**src/rtl/acpo_readout_ctrl_if.sv**
```systemverilog
// Valid/ready output stream of the activation/pooling readout sequencer.
// The sequencer drives the master side; the next-layer loader uses the slave side.
interface acpo_readout_ctrl_if #(
    parameter int DATA_WIDTH    = 8,
    parameter int ADDRESS_WIDTH = 10
);
    logic                     out_valid_o;
    logic                     out_ready_i;
    logic [DATA_WIDTH-1:0]    out_data_o;
    logic [ADDRESS_WIDTH-1:0] out_addr_o;
    logic                     out_last_o;

    modport master (
        output out_valid_o, out_data_o, out_addr_o, out_last_o,
        input  out_ready_i
    );

    modport slave (
        input  out_valid_o, out_data_o, out_addr_o, out_last_o,
        output out_ready_i
    );
endinterface

```
**src/rtl/acpo_readout_ctrl.sv**
```systemverilog
// Read-side sequencer for the SA data/address and FC output buffers: walks the
// selected buffer, absorbs the one-cycle BRAM latency and streams through a 3-deep skid FIFO.
module acpo_readout_ctrl #(
    parameter int SRAM_DEPTH    = 1024,
    parameter int BAND_WIDTH    = 16,
    parameter int DATA_WIDTH    = 8,
    parameter int ADDRESS_WIDTH = 10,
    localparam int LW = $clog2(SRAM_DEPTH),
    localparam int BW = $clog2(BAND_WIDTH)
) (
    input  logic                     clk,
    input  logic                     rst,
    input  logic                     start_i,
    input  logic                     mode_i,
    input  logic [BW:0]              bank_cnt_i,
    input  logic [LW:0]              lane_cnt_i,
    input  logic [LW:0]              fc_cnt_i,
    output logic                     enb_d_sa,
    output logic                     enb_a,
    output logic [LW+BW-1:0]         addrb_d_sa,
    output logic [LW+BW-1:0]         addrb_a,
    output logic                     enb_d_fc,
    output logic [LW-1:0]            addrb_d_fc,
    input  logic [DATA_WIDTH-1:0]    dob_d_sa,
    input  logic [ADDRESS_WIDTH-1:0] dob_a,
    input  logic [DATA_WIDTH-1:0]    dob_d_fc,
    acpo_readout_ctrl_if.master      out_if,
    output logic                     busy_o,
    output logic                     done_o
);

    typedef enum logic [1:0] {IDLE, ISSUE, DRAIN, DONE} state_t;

    typedef struct packed {
        logic [DATA_WIDTH-1:0]    data;
        logic [ADDRESS_WIDTH-1:0] addr;
        logic                     last;
    } elem_t;

    state_t          state_q, state_d;
    logic            mode_q, mode_d;
    logic [BW-1:0]   bank_last_q, bank_last_d;
    logic [LW-1:0]   lane_last_q, lane_last_d;
    logic [BW-1:0]   bank_q, bank_d;
    logic [LW-1:0]   entry_q, entry_d;
    logic            inflight_q, inflight_d;
    logic            infl_last_q, infl_last_d;
    logic [LW-1:0]   infl_idx_q, infl_idx_d;
    elem_t           mem_q [3];
    elem_t           mem_d [3];
    logic [1:0]      wr_q, wr_d;
    logic [1:0]      rd_q, rd_d;
    logic [1:0]      cnt_q, cnt_d;

    logic [BW:0]     bank_sat;
    logic [LW:0]     lane_sat;
    logic [LW:0]     fc_sat;
    logic            zero_run;
    logic            issue;
    logic            final_rd;
    logic            valid;
    logic            pop;
    elem_t           head;
    elem_t           wdata;

    assign bank_sat = (bank_cnt_i > (BW+1)'(BAND_WIDTH)) ? (BW+1)'(BAND_WIDTH) : bank_cnt_i;
    assign lane_sat = (lane_cnt_i > (LW+1)'(SRAM_DEPTH)) ? (LW+1)'(SRAM_DEPTH) : lane_cnt_i;
    assign fc_sat   = (fc_cnt_i   > (LW+1)'(SRAM_DEPTH)) ? (LW+1)'(SRAM_DEPTH) : fc_cnt_i;
    assign zero_run = mode_i ? (fc_sat == '0) : ((bank_sat == '0) || (lane_sat == '0));

    // Issue gating uses registered occupancy only, so out_ready_i never reaches the enables.
    assign issue    = (state_q == ISSUE) && (({1'b0, cnt_q} + {2'b00, inflight_q}) < 3'd3);
    // FC runs keep bank_q at 0, so the entry compare alone ends them.
    assign final_rd = (entry_q == lane_last_q) && (mode_q || (bank_q == bank_last_q));

    assign valid = (cnt_q != 2'd0);
    assign pop   = valid && out_if.out_ready_i;
    assign head  = mem_q[rd_q];

    always_ff @(posedge clk or negedge rst) begin
        if (!rst) begin
            state_q     <= IDLE;
            mode_q      <= 1'b0;
            bank_last_q <= '0;
            lane_last_q <= '0;
            bank_q      <= '0;
            entry_q     <= '0;
            inflight_q  <= 1'b0;
            infl_last_q <= 1'b0;
            infl_idx_q  <= '0;
            wr_q        <= '0;
            rd_q        <= '0;
            cnt_q       <= '0;
            for (int unsigned i = 0; i < 3; i++) mem_q[i] <= '0;
        end else begin
            state_q     <= state_d;
            mode_q      <= mode_d;
            bank_last_q <= bank_last_d;
            lane_last_q <= lane_last_d;
            bank_q      <= bank_d;
            entry_q     <= entry_d;
            inflight_q  <= inflight_d;
            infl_last_q <= infl_last_d;
            infl_idx_q  <= infl_idx_d;
            wr_q        <= wr_d;
            rd_q        <= rd_d;
            cnt_q       <= cnt_d;
            mem_q       <= mem_d;
        end
    end

    always_comb begin
        state_d = state_q;
        case (state_q)
            IDLE:    if (start_i) state_d = zero_run ? DONE : ISSUE;
            ISSUE:   if (issue && final_rd) state_d = DRAIN;
            DRAIN:   if (pop && head.last) state_d = DONE;
            DONE:    state_d = IDLE;
            default: state_d = IDLE;
        endcase
    end

    always_comb begin
        mode_d      = mode_q;
        bank_last_d = bank_last_q;
        lane_last_d = lane_last_q;
        bank_d      = bank_q;
        entry_d     = entry_q;
        mem_d       = mem_q;
        wr_d        = wr_q;
        rd_d        = rd_q;
        cnt_d       = cnt_q;

        if ((state_q == IDLE) && start_i) begin
            mode_d      = mode_i;
            bank_last_d = BW'(bank_sat - (BW+1)'(1));
            lane_last_d = LW'((mode_i ? fc_sat : lane_sat) - (LW+1)'(1));
            bank_d      = '0;
            entry_d     = '0;
        end else if (issue && !final_rd) begin
            if (!mode_q && (entry_q == lane_last_q)) begin
                entry_d = '0;
                bank_d  = bank_q + BW'(1);
            end else begin
                entry_d = entry_q + LW'(1);
            end
        end

        inflight_d  = issue;
        infl_last_d = issue && final_rd;
        infl_idx_d  = entry_q;

        wdata.data = mode_q ? dob_d_fc : dob_d_sa;
        wdata.addr = mode_q ? ADDRESS_WIDTH'(infl_idx_q) : dob_a;
        wdata.last = infl_last_q;

        if (inflight_q) begin
            mem_d[wr_q] = wdata;
            wr_d        = (wr_q == 2'd2) ? 2'd0 : wr_q + 2'd1;
        end
        if (pop) rd_d = (rd_q == 2'd2) ? 2'd0 : rd_q + 2'd1;
        case ({inflight_q, pop})
            2'b10:   cnt_d = cnt_q + 2'd1;
            2'b01:   cnt_d = cnt_q - 2'd1;
            default: cnt_d = cnt_q;
        endcase
    end

    always_comb begin
        busy_o             = (state_q == ISSUE) || (state_q == DRAIN);
        done_o             = (state_q == DONE);
        enb_d_sa           = issue && !mode_q;
        enb_a              = enb_d_sa;
        addrb_d_sa         = enb_d_sa ? {bank_q, entry_q} : '0;
        addrb_a            = addrb_d_sa;
        enb_d_fc           = issue && mode_q;
        addrb_d_fc         = enb_d_fc ? entry_q : '0;
        out_if.out_valid_o = valid;
        out_if.out_data_o  = valid ? head.data : '0;
        out_if.out_addr_o  = valid ? head.addr : '0;
        out_if.out_last_o  = valid && head.last;
    end

endmodule
```
**src/flat_wrapper.sv**
```systemverilog
// flat-port wrapper written by rule: the top's interface ports become plain ports
module acpo_readout_ctrl_flat 
#(
    parameter int SRAM_DEPTH    = 1024,
    parameter int BAND_WIDTH    = 16,
    parameter int DATA_WIDTH    = 8,
    parameter int ADDRESS_WIDTH = 10,
    localparam int LW = $clog2(SRAM_DEPTH),
    localparam int BW = $clog2(BAND_WIDTH)
)
  (clk, rst, start_i, mode_i, bank_cnt_i, lane_cnt_i, fc_cnt_i, enb_d_sa, enb_a, addrb_d_sa, addrb_a, enb_d_fc, addrb_d_fc, dob_d_sa, dob_a, dob_d_fc, busy_o, done_o, out_if_out_valid_o, out_if_out_data_o, out_if_out_addr_o, out_if_out_last_o, out_if_out_ready_i);
  acpo_readout_ctrl_if #(.DATA_WIDTH(DATA_WIDTH), .ADDRESS_WIDTH(ADDRESS_WIDTH)) out_if_i ();
  input  logic clk;
  input  logic rst;
  input  logic start_i;
  input  logic mode_i;
  input  logic [BW:0] bank_cnt_i;
  input  logic [LW:0] lane_cnt_i;
  input  logic [LW:0] fc_cnt_i;
  output logic enb_d_sa;
  output logic enb_a;
  output logic [LW+BW-1:0] addrb_d_sa;
  output logic [LW+BW-1:0] addrb_a;
  output logic enb_d_fc;
  output logic [LW-1:0] addrb_d_fc;
  input  logic [DATA_WIDTH-1:0] dob_d_sa;
  input  logic [ADDRESS_WIDTH-1:0] dob_a;
  input  logic [DATA_WIDTH-1:0] dob_d_fc;
  output logic busy_o;
  output logic done_o;
  output wire logic [$bits(out_if_i.out_valid_o)-1:0] out_if_out_valid_o;
  output wire logic [$bits(out_if_i.out_data_o)-1:0] out_if_out_data_o;
  output wire logic [$bits(out_if_i.out_addr_o)-1:0] out_if_out_addr_o;
  output wire logic [$bits(out_if_i.out_last_o)-1:0] out_if_out_last_o;
  input wire logic [$bits(out_if_i.out_ready_i)-1:0] out_if_out_ready_i;
  assign out_if_out_valid_o = out_if_i.out_valid_o;
  assign out_if_out_data_o = out_if_i.out_data_o;
  assign out_if_out_addr_o = out_if_i.out_addr_o;
  assign out_if_out_last_o = out_if_i.out_last_o;
  assign out_if_i.out_ready_i = out_if_out_ready_i;
  acpo_readout_ctrl #(.SRAM_DEPTH(SRAM_DEPTH), .BAND_WIDTH(BAND_WIDTH), .DATA_WIDTH(DATA_WIDTH), .ADDRESS_WIDTH(ADDRESS_WIDTH)) u_core (.clk(clk), .rst(rst), .start_i(start_i), .mode_i(mode_i), .bank_cnt_i(bank_cnt_i), .lane_cnt_i(lane_cnt_i), .fc_cnt_i(fc_cnt_i), .enb_d_sa(enb_d_sa), .enb_a(enb_a), .addrb_d_sa(addrb_d_sa), .addrb_a(addrb_a), .enb_d_fc(enb_d_fc), .addrb_d_fc(addrb_d_fc), .dob_d_sa(dob_d_sa), .dob_a(dob_a), .dob_d_fc(dob_d_fc), .out_if(out_if_i), .busy_o(busy_o), .done_o(done_o));
endmodule
```
**config.mk**
```make
export PLATFORM = sky130hd
export DESIGN_NAME = acpo_readout_ctrl_flat
export DESIGN_NICKNAME = d
export VERILOG_FILES = /design/src/rtl/acpo_readout_ctrl_if.sv /design/src/rtl/acpo_readout_ctrl.sv /design/src/flat_wrapper.sv
export SDC_FILE = /design/constraint.sdc
export NUM_CORES = 1
export LEC_CHECK = 0
export CAP_MARGIN = 5
export CORE_UTILIZATION = 50
export CTS_BUF_LIST = sky130_fd_sc_hd__clkbuf_8
export CTS_CLUSTER_SIZE = 8
export DETAILED_ROUTE_END_ITERATION = 8
export PLACE_DENSITY = 0.91
export RECOVER_POWER = 25
export SETUP_SLACK_MARGIN = 0.3
export SKIP_CTS_REPAIR_TIMING = 1
export SLEW_MARGIN = 40
export SYNTH_ARGS = -nofsm -noshare
export SYNTH_HDL_FRONTEND = slang
export SYNTH_SLANG_ARGS = --single-unit
```
**constraint.sdc**
```tcl
create_clock -name clk -period 8.2 [get_ports clk]
set_input_delay 2.05 -clock clk [delete_from_list [all_inputs] [get_ports clk]]
set_output_delay 2.05 -clock clk [all_outputs]
set_load 0.01 [all_outputs]
```
==> flow_summary.toml <==
[detailed_routing]
antenna_left = 0
dr.pass1.iters = 5
dr.first_iter.drc_count = 365
num_vias = 4827
wl_mm = 13.80
drc = 0
wl_per_cell_um = 16.39
vias_per_cell = 5.733

[min_path]
hp-start = "u_core.mem_q[29]"
min_path_cells = 2
whs_endpoint = "u_core.mem_q[29]"
hold_path.class = "register to register"

[floorplanning]
io_pins = 121
core-area_um2 = 10940
die_w_um = 108.4
dieArea_um2 = 11740
initial_core_util_pct = 51.72
std_cell_rows = 38
die_h_um = 108.4

[run_status]
outcome = "complete, but fails checks"
violations = "max-capacitance violations, max-slew violations"

[synth]
synth_cell_types = 49
ys_warn_count = 0
ys_seq_area_share_pct = 46.90
syn_nets = 681
avgSynthCellArea_um2 = 9.256
ys_ff_latch = 106
yosysMostFrequentCell = "dfrtp_1"
syn_area_um2 = 5655
async_reset_ff_share_pct = 100.0
synth_top_cells_by_area = "dfrtp_1, mux2i_1, nor2_1"
synth_common_cells = "dfrtp_1, nor2_1, nand2_1"
synth_top_area_share_pct = 46.90
synth_enable_flop_cells = 0
yosys.area.top_type = "dfrtp_1"
synthFlopType = "dfrtp_1"
synth_cells = 611

[critical_path]
cp-start-kind = "register"
end_kind = "output pin"
crit_fanout = 7
critical_path_class = "register to output pin"
r2r-start = "u_core.cnt_q[0]"
r2r_slack_ps = 5370
cp.arrival_ps = 2920
reg2reg_to = "u_core.entry_q[7]"
cp.required_ps = 6150
rr_worst_depth = 7

[clock_tree]
htreeDepth = 3
cts_buffer_depth = 2
cts_tree = "yes"
cts_root_buf = "clkbuf_8"
cts_buffers = 9
numClockSinks = 106
worstSkewPairLatency_ps = 380
clk_pin_slew_ps = 100

[grt]
grt_pass1_wl_mm = 22.07
track_usage_pct = 24.22
grt_max_degree = 64
antenna_found_initial = 0
overflow = 0
grt_pass1_vias = 4789

[cells_and_area]
syn2layout_area_growth_pct = 24.27
fill_cells = 870
final_cells = 842
insertedDiodeCount = 0
nets = 767
layout-drive-gt1-share_pct = 5.983

[timing]
fin_crit_sh_pct = 60.64
tightest_slew_ps = 2402
max_slew_margin_pct = -60.16
rsz0062_at_grt = "false"
timing.fmax_mhz = 201.1
setup_viol = 0
slew_viol_final = 83
hold_violations = 0
tns_ps = 0
skew_ps = 9.535
min_period_ps = 4973

[pwr]
powerDensity_nw_per_um2 = 335.6
power_w = 0.002359
irDropWorstVdd_mv = 0.2101
leakage_nw = 3.100

[placed_design]
detailed_place_hpwl_mm = 9.758
dp_cells = 826
numPortBuffers = 120
place_congestion = 0.9030

[flow_run]
timing.max_cap.violations = 2
==> cells by family (layout without fill, tap and decap cells) <==
group                    count (synthesis)  in the layout  share of synthesized area, %
AND/OR/NAND/NOR                        226            226                         19.45
multiplexers                            49             49                         8.872
AO/OA/AOI/OAI                          122            122                         12.06
flip-flops                             106            106                         46.90
buffers and inverters                   67            158                         5.575
adder cells (fa/ha/maj)                 12             12                         2.655
XOR/XNOR                                29             29                         4.491
==> placed cells by master, fill, tap and decap left out, drive strengths merged, types with 2 or more instances in the layout <==
master         synthesis  final
ha                    12     12
dlygate4sd3            0      6
a31oi                  7      7
o21ai                 57     57
dfrtp                106    106
nor2b                  4      4
nor3                  10     10
xnor2                  9      9
nor4                   9      9
nand2                 62     62
nor2                  79     79
o2111ai                3      3
clkbuf                25     12
and3                  12     12
nand3                 10     10
nand4                  4      4
nand2b                 5      5
a21oi                 44     44
mux2i                 40     40
buf                   26      4
mux2                   9      9
inv                   16     19
xor2                  20     20
and2                  11     11
nor3b                 10     10
clkdlybuf4s50          0    113
clkinvlp               0      2
and3b                  3      3
a31o                   2      2
==> critical path, cell delays in order, from the launching register on <==
cell             delay [ps]
dfrtp_1                 440
ha_1                    220
ha_1                    300
a2111oi_2               530
buf_4                   260
and2_1                  190
clkdlybuf4s50_1         610
==> sequential cells by signal (all words and copies together), names as in the netlist <==
| name | count |
|---|---|
| u_core.infl_last_q | 1 |
| u_core.entry_q | 10 |
| u_core.bank_q | 4 |
| u_core.state_q | 2 |
| u_core.rd_q | 2 |
| u_core.mem_q | 57 |
| u_core.mode_q | 1 |
| u_core.lane_last_q | 10 |
| u_core.inflight_q | 1 |
| u_core.infl_idx_q | 10 |
| u_core.wr_q | 2 |
| u_core.cnt_q | 2 |
| u_core.bank_last_q | 4 |
==> area by class of cell <==
type                    count  area [um2]  area share (%)
inverters                  16       60.06          0.8545
clock buffers               9       123.9           1.763
repair buffers            126        1236           17.59
well taps                 140       175.2           2.492
clock inverters             7       77.57           1.104
multi-input cells         438        2696           38.37
flip-flops and latches    106        2659           37.83
==> power by group <==
group / total (W) / internal, W / leakage, nW / switching (W)
clock network: 0.000329 / 0.000144 / 0.0992 / 0.000185
logic: 0.00108 / 0.000520 / 1.70 / 0.000562
registers: 0.000947 / 0.000732 / 1.30 / 0.000215
==> worst max-delay path by stage <==
stage / cells after the start / to / slack, ps / startpoint
after floorplan: 6 / addrb_d_sa[2] / 4050 / u_core.cnt_q[0]
after global placement: 6 / addrb_d_sa[8] / 3650 / u_core.cnt_q[0]
after detailed placement: 6 / addrb_d_sa[8] / 3610 / u_core.cnt_q[0]
after CTS: 6 / addrb_d_sa[8] / 3210 / u_core.cnt_q[0]
after global routing: 6 / addrb_d_sa[8] / 3060 / u_core.cnt_q[0]
final: 6 / addrb_d_sa[8] / 3230 / u_core.cnt_q[0]
==> per-stage QoR <==
step | hold WS (ps) | area, um2 | util [%] | setup slack (ps)
after floorplan | 348.7 | 5655 | - | 4052
after global placement | 461.1 | 6832 | 62.47 | 3650
after detailed placement | 470.3 | 6837 | 62.52 | 3608
after CTS | 493.8 | 7038 | 64.36 | 3207
after global routing | 518.5 | 7028 | 64.27 | 3065
final | 488.3 | 7028 | 64.27 | 3227
==> per-layer routing <==
| metal | part of all wire, % | wire, um | up-vias | GRT usage, % |
|---|---|---|---|---|
| met4 | 2.3 | 318 | 0 | 10.52 |
| met3 | 7.2 | 993 | 32 | 4.280 |
| met5 | 0 | 0 | - | 0 |
| li1 | - | - | 2259 | - |
| met2 | 51 | 7040 | 225 | 43.49 |
| met1 | 39 | 5445 | 2311 | 28.29 |
Note: power is estimated with default switching activity, not from simulation.
